[config.mk]
export PLATFORM = sky130hd
export DESIGN_NAME = fifo_drain_pacer_flat
export DESIGN_NICKNAME = d
export VERILOG_FILES = /design/src/rtl/fifo_pacer_pkg.sv /design/src/rtl/fifo_drain_pacer_if.sv /design/src/rtl/pacer_gap_counter.sv /design/src/rtl/fifo_drain_pacer.sv /design/src/flat_wrapper.sv
export SDC_FILE = /design/constraint.sdc
export NUM_CORES = 1
export LEC_CHECK = 0
export CAP_MARGIN = 20
export CORE_MARGIN = 8
export CORE_UTILIZATION = 42
export DETAILED_ROUTE_END_ITERATION = 16
export HOLD_SLACK_MARGIN = 0.1
export PLACE_DENSITY = 0.74
export SLEW_MARGIN = 0
export SYNTH_ARGS = -nofsm -noshare
export SYNTH_HDL_FRONTEND = slang
export SYNTH_SLANG_ARGS = --single-unit
[constraint.sdc]
create_clock -name clk -period 1.4 [get_ports clk]
set_input_delay 0.42 -clock clk [delete_from_list [all_inputs] [get_ports clk]]
set_output_delay 0.42 -clock clk [all_outputs]
set_load 0.02 [all_outputs]
[src/rtl/fifo_pacer_pkg.sv]
// Shared definitions for the FIFO drain pacer.
// Holds the default word and gap-setting widths, the transfer counter width,
// and the controller state encoding.
package fifo_pacer_pkg;

  localparam int unsigned DEF_DATA_WIDTH = 4;
  localparam int unsigned DEF_GAP_WIDTH  = 4;
  localparam int unsigned XFER_CNT_WIDTH = 8;

  typedef enum logic [2:0] {
    StIdle,
    StReq,
    StCapt,
    StPresent,
    StGap
  } pacer_state_e;

endpackage

[src/rtl/fifo_drain_pacer_if.sv]
// Handshake bundle between the upstream FIFO, the gap configuration, the pacer
// and the downstream consumer.
//   enable, fifo_empty, fifo_data, gap_cfg, out_ready : into the pacer
//   fifo_rd_en, out_valid, out_data, xfer_count, busy  : out of the pacer
// The master modport is the environment side; the slave modport is the pacer.
interface fifo_drain_pacer_if
  import fifo_pacer_pkg::*;
#(
  parameter int unsigned DATA_WIDTH = DEF_DATA_WIDTH,
  parameter int unsigned GAP_WIDTH  = DEF_GAP_WIDTH
);

  logic                      enable;
  logic                      fifo_empty;
  logic [DATA_WIDTH-1:0]     fifo_data;
  logic                      fifo_rd_en;
  logic [GAP_WIDTH-1:0]      gap_cfg;
  logic                      out_valid;
  logic                      out_ready;
  logic [DATA_WIDTH-1:0]     out_data;
  logic [XFER_CNT_WIDTH-1:0] xfer_count;
  logic                      busy;

  modport master (
    output enable, fifo_empty, fifo_data, gap_cfg, out_ready,
    input  fifo_rd_en, out_valid, out_data, xfer_count, busy
  );

  modport slave (
    input  enable, fifo_empty, fifo_data, gap_cfg, out_ready,
    output fifo_rd_en, out_valid, out_data, xfer_count, busy
  );

endinterface

[src/rtl/pacer_gap_counter.sv]
// Down-counter that times the idle gap after each output transfer.
//   clk, rst     : clock and asynchronous active-high reset
//   load_i       : load load_val_i (takes priority over decrement)
//   load_val_i   : gap length to load
//   dec_i        : decrement by one while non-zero
//   value_o      : current count
//   done_o       : count equals one, i.e. the final gap cycle
module pacer_gap_counter
  import fifo_pacer_pkg::*;
#(
  parameter int unsigned GAP_WIDTH = DEF_GAP_WIDTH
) (
  input  logic                 clk,
  input  logic                 rst,
  input  logic                 load_i,
  input  logic [GAP_WIDTH-1:0] load_val_i,
  input  logic                 dec_i,
  output logic [GAP_WIDTH-1:0] value_o,
  output logic                 done_o
);

  logic [GAP_WIDTH-1:0] cnt_q, cnt_d;

  always_comb begin
    cnt_d = cnt_q;
    if (load_i) begin
      cnt_d = load_val_i;
    end else if (dec_i && (cnt_q != '0)) begin
      cnt_d = cnt_q - 1'b1;
    end
  end

  always_ff @(posedge clk or posedge rst) begin
    if (rst) begin
      cnt_q <= '0;
    end else begin
      cnt_q <= cnt_d;
    end
  end

  assign value_o = cnt_q;
  assign done_o  = (cnt_q == GAP_WIDTH'(1));

endmodule

[src/rtl/fifo_drain_pacer.sv]
// Drains an upstream FIFO one word at a time and presents each word on a
// valid/ready output, inserting gap_cfg idle cycles after every transfer.
//   clk, rst : clock and asynchronous active-high reset
//   bus      : slave side of fifo_drain_pacer_if (FIFO read port, gap
//              setting, output handshake, transfer count and busy flag)
// out_valid, out_data and xfer_count are registered; fifo_rd_en and busy
// are decoded from the state register alone.
module fifo_drain_pacer
  import fifo_pacer_pkg::*;
#(
  parameter int unsigned DATA_WIDTH = DEF_DATA_WIDTH,
  parameter int unsigned GAP_WIDTH  = DEF_GAP_WIDTH
) (
  input  logic               clk,
  input  logic               rst,
  fifo_drain_pacer_if.slave  bus
);

  pacer_state_e              state_q, state_d;
  logic                      out_valid_q, out_valid_d;
  logic [DATA_WIDTH-1:0]     out_data_q, out_data_d;
  logic [XFER_CNT_WIDTH-1:0] xfer_count_q, xfer_count_d;

  logic                      gap_load;
  logic                      gap_done;
  logic [GAP_WIDTH-1:0]      gap_value;
  logic                      xfer;

  // out_valid_q is only ever set while presenting, so this is the transfer edge.
  assign xfer = out_valid_q && bus.out_ready;

  pacer_gap_counter #(
    .GAP_WIDTH (GAP_WIDTH)
  ) u_gap_counter (
    .clk        (clk),
    .rst        (rst),
    .load_i     (gap_load),
    .load_val_i (bus.gap_cfg),
    .dec_i      (state_q == StGap),
    .value_o    (gap_value),
    .done_o     (gap_done)
  );

  always_comb begin
    state_d      = state_q;
    out_valid_d  = out_valid_q;
    out_data_d   = out_data_q;
    xfer_count_d = xfer_count_q;
    gap_load     = 1'b0;

    unique case (state_q)
      StIdle: begin
        if (bus.enable && !bus.fifo_empty) begin
          state_d = StReq;
        end
      end
      StReq: begin
        state_d = StCapt;
      end
      StCapt: begin
        out_data_d  = bus.fifo_data;
        out_valid_d = 1'b1;
        state_d     = StPresent;
      end
      StPresent: begin
        if (xfer) begin
          out_valid_d  = 1'b0;
          xfer_count_d = xfer_count_q + 1'b1;
          if (bus.gap_cfg == '0) begin
            state_d = StIdle;
          end else begin
            gap_load = 1'b1;
            state_d  = StGap;
          end
        end
      end
      StGap: begin
        // A zero count here cannot arise from a load; treat it as finished
        // rather than stalling forever.
        if (gap_done || (gap_value == '0)) begin
          state_d = StIdle;
        end
      end
      default: begin
        state_d = StIdle;
      end
    endcase
  end

  always_ff @(posedge clk or posedge rst) begin
    if (rst) begin
      state_q      <= StIdle;
      out_valid_q  <= 1'b0;
      out_data_q   <= '0;
      xfer_count_q <= '0;
    end else begin
      state_q      <= state_d;
      out_valid_q  <= out_valid_d;
      out_data_q   <= out_data_d;
      xfer_count_q <= xfer_count_d;
    end
  end

  assign bus.fifo_rd_en = (state_q == StReq);
  assign bus.busy       = (state_q != StIdle);
  assign bus.out_valid  = out_valid_q;
  assign bus.out_data   = out_data_q;
  assign bus.xfer_count = xfer_count_q;

endmodule

[src/flat_wrapper.sv]
// flat-port wrapper written by rule: the top's interface ports become plain ports
module fifo_drain_pacer_flat import fifo_pacer_pkg::*;
#(
  parameter int unsigned DATA_WIDTH = DEF_DATA_WIDTH,
  parameter int unsigned GAP_WIDTH  = DEF_GAP_WIDTH
)
  (clk, rst, bus_enable, bus_fifo_empty, bus_fifo_data, bus_gap_cfg, bus_out_ready, bus_fifo_rd_en, bus_out_valid, bus_out_data, bus_xfer_count, bus_busy);
  fifo_drain_pacer_if #(.DATA_WIDTH(DATA_WIDTH), .GAP_WIDTH(GAP_WIDTH)) bus_i ();
  input  logic clk;
  input  logic rst;
  input wire logic [$bits(bus_i.enable)-1:0] bus_enable;
  input wire logic [$bits(bus_i.fifo_empty)-1:0] bus_fifo_empty;
  input wire logic [$bits(bus_i.fifo_data)-1:0] bus_fifo_data;
  input wire logic [$bits(bus_i.gap_cfg)-1:0] bus_gap_cfg;
  input wire logic [$bits(bus_i.out_ready)-1:0] bus_out_ready;
  output wire logic [$bits(bus_i.fifo_rd_en)-1:0] bus_fifo_rd_en;
  output wire logic [$bits(bus_i.out_valid)-1:0] bus_out_valid;
  output wire logic [$bits(bus_i.out_data)-1:0] bus_out_data;
  output wire logic [$bits(bus_i.xfer_count)-1:0] bus_xfer_count;
  output wire logic [$bits(bus_i.busy)-1:0] bus_busy;
  assign bus_i.enable = bus_enable;
  assign bus_i.fifo_empty = bus_fifo_empty;
  assign bus_i.fifo_data = bus_fifo_data;
  assign bus_i.gap_cfg = bus_gap_cfg;
  assign bus_i.out_ready = bus_out_ready;
  assign bus_fifo_rd_en = bus_i.fifo_rd_en;
  assign bus_out_valid = bus_i.out_valid;
  assign bus_out_data = bus_i.out_data;
  assign bus_xfer_count = bus_i.xfer_count;
  assign bus_busy = bus_i.busy;
  fifo_drain_pacer #(.DATA_WIDTH(DATA_WIDTH), .GAP_WIDTH(GAP_WIDTH)) u_core (.clk(clk), .rst(rst), .bus(bus_i));
endmodule
# Yosys cells after proc, flatten, opt, wreduce, memory -nomap -nowiden
# Cells that the tools add are included.
# op_classes
add_sub_neg	2
n_eq_ne	8
n_mux	12
reduce_logical	15
# ops
cell	count
case mux 3 bit (5 select lines)	1
two-way mux 3 bit	4
adder 8 x 1 -> 8 bit, second input constant	1
logical NOT 4 bit	2
two-way mux 4 bit	2
equality test 3 x 2 -> 1 bit, second input constant	2
!= test 2 x 1 -> 1 bit, second input constant	3
equality test 4 x 1 -> 1 bit, second input constant	1
two-way mux 1 bit	4
AND reduction 2 bit	2
nonzero test 2 bit	2
nonzero test 4 bit	1
subtractor 4 x 1 -> 4 bit, second input constant	1
equality test 3 x 1 -> 1 bit, second input constant	1
equality test 3 bit, second input constant	1
logical AND 1 bit	3
logical NOT 3 bit	1
AND reduction 3 bit	1
nonzero test 3 bit	1
case mux 1 bit (2 select lines)	1
logical NOT 1 bit	1
logical OR 1 bit	1
# word_totals
register_bits	20
output_inout_bits	15
elab_cells	42

# Depth between registers and ports, before layout
# depth
ltp_word	5
mapped_depth	5
depth_no_buf	5

# Cells and area by module
# Synthesis repeated with hierarchy kept, for this count alone.
# unflattened
hier_cells	95
hier_area_um2	1059.8
# modules_own_cells
mod	instances	cells_each	area_per_inst_um2	seq_area_each_um2
fifo_drain_pacer	1	65	773.2	400.4
pacer_gap_counter	1	30	286.5	100.1

# Least setup slack after synthesis
# No wires, ideal clock.
# synth_timing
path_kind	register to register
from	register u_core.state_q[1]
to	register u_core.u_gap_counter.cnt_q[0], in the netlist u_core.u_gap_counter.value_o[0]
setup_ps	94
arrival_time_ps	1325
required_ps	1306
slack_ps	-19
stages_incl_launch_ff	5
period_less_slack_ps	1419
cell_sequence	dfrtp_1 or3b_4 a21oi_4 o22ai_2 a221oi_2
# synth_via
elab_chain_len	3
word_cells_on_any_way	6
# synth_lines
item	line	rtl
start, declared	fifo_drain_pacer.sv:19	pacer_state_e state_q, state_d;
start signal, assigned	fifo_drain_pacer.sv:92	state_q <= StIdle;
start signal, assigned	fifo_drain_pacer.sv:97	state_q <= state_d;
equality test 3 x 2 -> 1 bit or equality test 3 bit (tied branches)	fifo_drain_pacer.sv:51, fifo_drain_pacer.sv:39	
two-way mux 1 bit or logical AND 1 bit (tied branches)	fifo_drain_pacer.sv:51, pacer_gap_counter.sv:28	
two-way mux 4 bit or nonzero test 2 bit (tied branches)	n/a	
end signal, assigned	pacer_gap_counter.sv:37	cnt_q <= cnt_d;
end, declared	pacer_gap_counter.sv:22	logic [GAP_WIDTH-1:0] cnt_q, cnt_d;
# Several ways; a longest one is shown, not always the timed one.
# A chain may end at the register's enable or synchronous reset.

# Final worst setup path
# layout_timing
from	register u_core.state_q[0]
to	output port bus_busy
# layout_via
elab_chain_len	1
# layout_lines
item	line	rtl
nonzero test 3 bit	fifo_drain_pacer.sv:105	assign bus.busy = (state_q != StIdle);
end, declared	flat_wrapper.sv:20	output wire logic [$bits(bus_i.busy)-1:0] bus_busy;
# Every way passes these cells.

==> flow_summary.yaml <==
pwr:
  p_leak_nw: 0.791
  p_sw_w: 0.00121
  clockPowerShare_pct: 15.4
  p_seq_share_pct: 30.1
  pwr-share-comb_pct: 54.5
  power.share.switching_pct: 38.5
  p_int_w: 0.00193
  peakVddDrop_mv: 1.15
  powerDensity_nw_per_um2: 1980
logic_synthesis:
  synth_area_leaders: "dfrtp_1, nand2_1, ha_1"
  ys_seq_area_share_pct: 49.8
  synthArstFlopShare_pct: 100
  synth_cell_type_count: 31
  synthCells: 94
  syn-cell-area_um2: 1000
  synth_top_area_share_pct: 49.8
  dominantRegCellSynth: "dfrtp_1"
  synth_edf_count: 0
  syn_area_per_cell_um2: 10.7
  synth_nets: 110
  synth_area_leader_cell: "dfrtp_1"
  synth-seq-cells: 20
  synth.most_common_cell: "dfrtp_1"
  synth_warnings: 0
  synthTopCellsByCount: "dfrtp_1, nand2_1, nor2_1"
worst_setup_path:
  path_class: "flip-flop to output port"
  critPathMaxFanout: 2
  startpoint_type: "flip-flop"
  crit_arrival_ps: 1230
  crit_start: "u_core.state_q[0]"
  cp-end-kind: "output port"
  r2r_start: "u_core.state_q[0]"
  cp.required_ps: 980
sta:
  period_needed_ps: 1650
  skew_ps: 9.42
  slew_viol_final: 0
  hold_viol: 0
  setup_viol: 15
  fmax_mhz: 606
  layout_setup_ws_ps: -250
  slew_headroom_pct: 82.4
  tightest_slew_ps: 263
  rsz0062_at_grt: "yes"
  fin_crit_sh_pct: 118
routing:
  vias_per_cell: 5.02
  wl_mm: 2.96
  drt_iter0_drc: 16
  firstDrtPassIters: 3
  vias: 914
  wl_per_cell_um: 16.2
  ant_nets: 0
  route.detailed.drc: 0
clock_tree:
  clk-insertion-delay-late_ps: 310
  clk_path_buf_depth: 2
  clk_pin_slew_worst_paths_ps: 130
  cts.sinks: 20
  cts_buffers: 3
  htreeDepth: 1
  cts_tree: "done"
  hold_buffers: 0
  cts_root_buf: "clkbuf_4"
grt:
  grt_util_all_layers_pct: 13.4
  first_global_vias: 1045
  grt_max_degree: 21
  grt_pass1_wl_mm: 4.55
  overflow: 0
  antenna_found_initial: 0
worst_hold_path:
  min_path_type: "primary input to asynchronous set/reset pin"
die:
  core_um2: 2230
  rows: 17
  die_y_um: 64.9
  die_x_um: 64.9
  fp.dieArea_um2: 4210
  initial_core_util_pct: 45.0
  io_pins: 28
outcome:
  violations: "negative setup slack"
  outcome: "finished with violations"
place:
  dpl_worst_slack_ps: -433
  io_buffers: 27
  hpwl_mm: 2.06
  gp_congestion: 0.823
  place_area_um2: 1510
cells_and_area:
  layout-drive-gt1-share_pct: 46.1
  final_area_um2: 1580
  final_net_count: 171
  area_growth_pct: 57.4
  diodes: 0
job:
  cap_violations: 0
==> worst max-delay path, cell delays in order, from the launching register on <==
cell,delay [ps]
dfrtp_1,410
or3_4,370
buf_6,140
==> area by class of cell <==
cell class	count	area, µm²
inverters	5	18.8
flip-flops and latches	20	500
clock inverters	1	30.0
well taps	28	35.0
fillers	168	652
repair buffers	57	429
multi-input cells	68	546
clock buffers	3	22.5
==> flip-flops by register name, indices dropped and copies added (netlist names) <==
signal,flops
u_core.bus.out_data,4
u_core.bus.out_valid,1
u_core.state_q,3
u_core.u_gap_counter.value_o,4
u_core.bus.xfer_count,8
==> through the flow <==
step,TNS (ps),hold WS (ps),utilization [%],total power (W),instances
after floorplan,-18.9,384,-,0.00177,94
after global placement,-5040,468,67.6,0.00247,175
after detailed placement,-5720,478,67.6,0.00255,175
after CTS,-1550,416,71.1,0.00314,180
after global routing,-2410,442,70.8,0.00329,182
final,-1690,414,70.8,0.00314,182
==> worst paths after layout <==
kind	endpoint	slack (ps)	depth (start not counted)
max	bus_busy	-250	2
min	u_core.bus.out_data[3]	410	3
max reg2reg	u_core.u_gap_counter.value_o[0]	-200	5
max in group asynchronous	u_core.u_gap_counter.value_o[3]	760	3
min reg2reg	u_core.bus.out_data[2]	520	1
min in group clk	u_core.bus.out_data[2]	520	1
==> layout by cell type (no fill, tap or decap), types with 2 or more instances in the layout <==
master           Yosys  routed
a21oi_1              3       3
ha_1                 3       3
o21ai_1              2       2
buf_4                0      31
clkdlybuf4s50_1      0      12
nor2_1               8       4
clkbuf_4             0       3
nand2_1             13      12
a21o_1               2       2
xnor2_1              3       3
a221oi_2             2       2
nor3_1               5       4
mux2_4               0       4
buf_2                0      13
dfrtp_1             20      20
inv_1                5       5
xor2_1               4       4
nand3_1              3       3
nand4_1              2       2
nor2_2               0       4
==> power by group through the flow <==
stage	sequential [W]	clock [W]	combinational (W)
CTS	0.000950	0.000490	0.00170
detailed placement	0.000948	0	0.00160
global route	0.000971	0.000508	0.00182
global placement	0.000928	0	0.00154
finish	0.000943	0.000484	0.00171
floorplan	0.00115	0	0.000618
==> metal layers <==
metal  vias to the layer above  share of wire (%)  GRT usage (%)
met4                         0                2.1           5.99
li1                        444                  -              -
met5                         -                  0              0
met2                        20                 56           26.0
met3                         8                3.2           3.09
met1                       442                 39           13.2
==> cell families after synthesis <==
group / count (synthesis) / synth area share, %
simple gates: 40 / 21.2
flops: 20 / 49.8
compound gates: 13 / 11.5
xor+xnor: 7 / 6.10
buf+inv: 6 / 2.24
mux: 5 / 5.48
fa+ha+maj: 3 / 3.74
==> what timing repair did <==
item / in CTS / in global routing
buffers inserted: 1 / 2
cloned: 0 / 0
resized for setup: 73 / 9
pin swaps: 4 / 7
setup endpoints to repair: 27 / 21
Power figures use the tool's default switching activity.
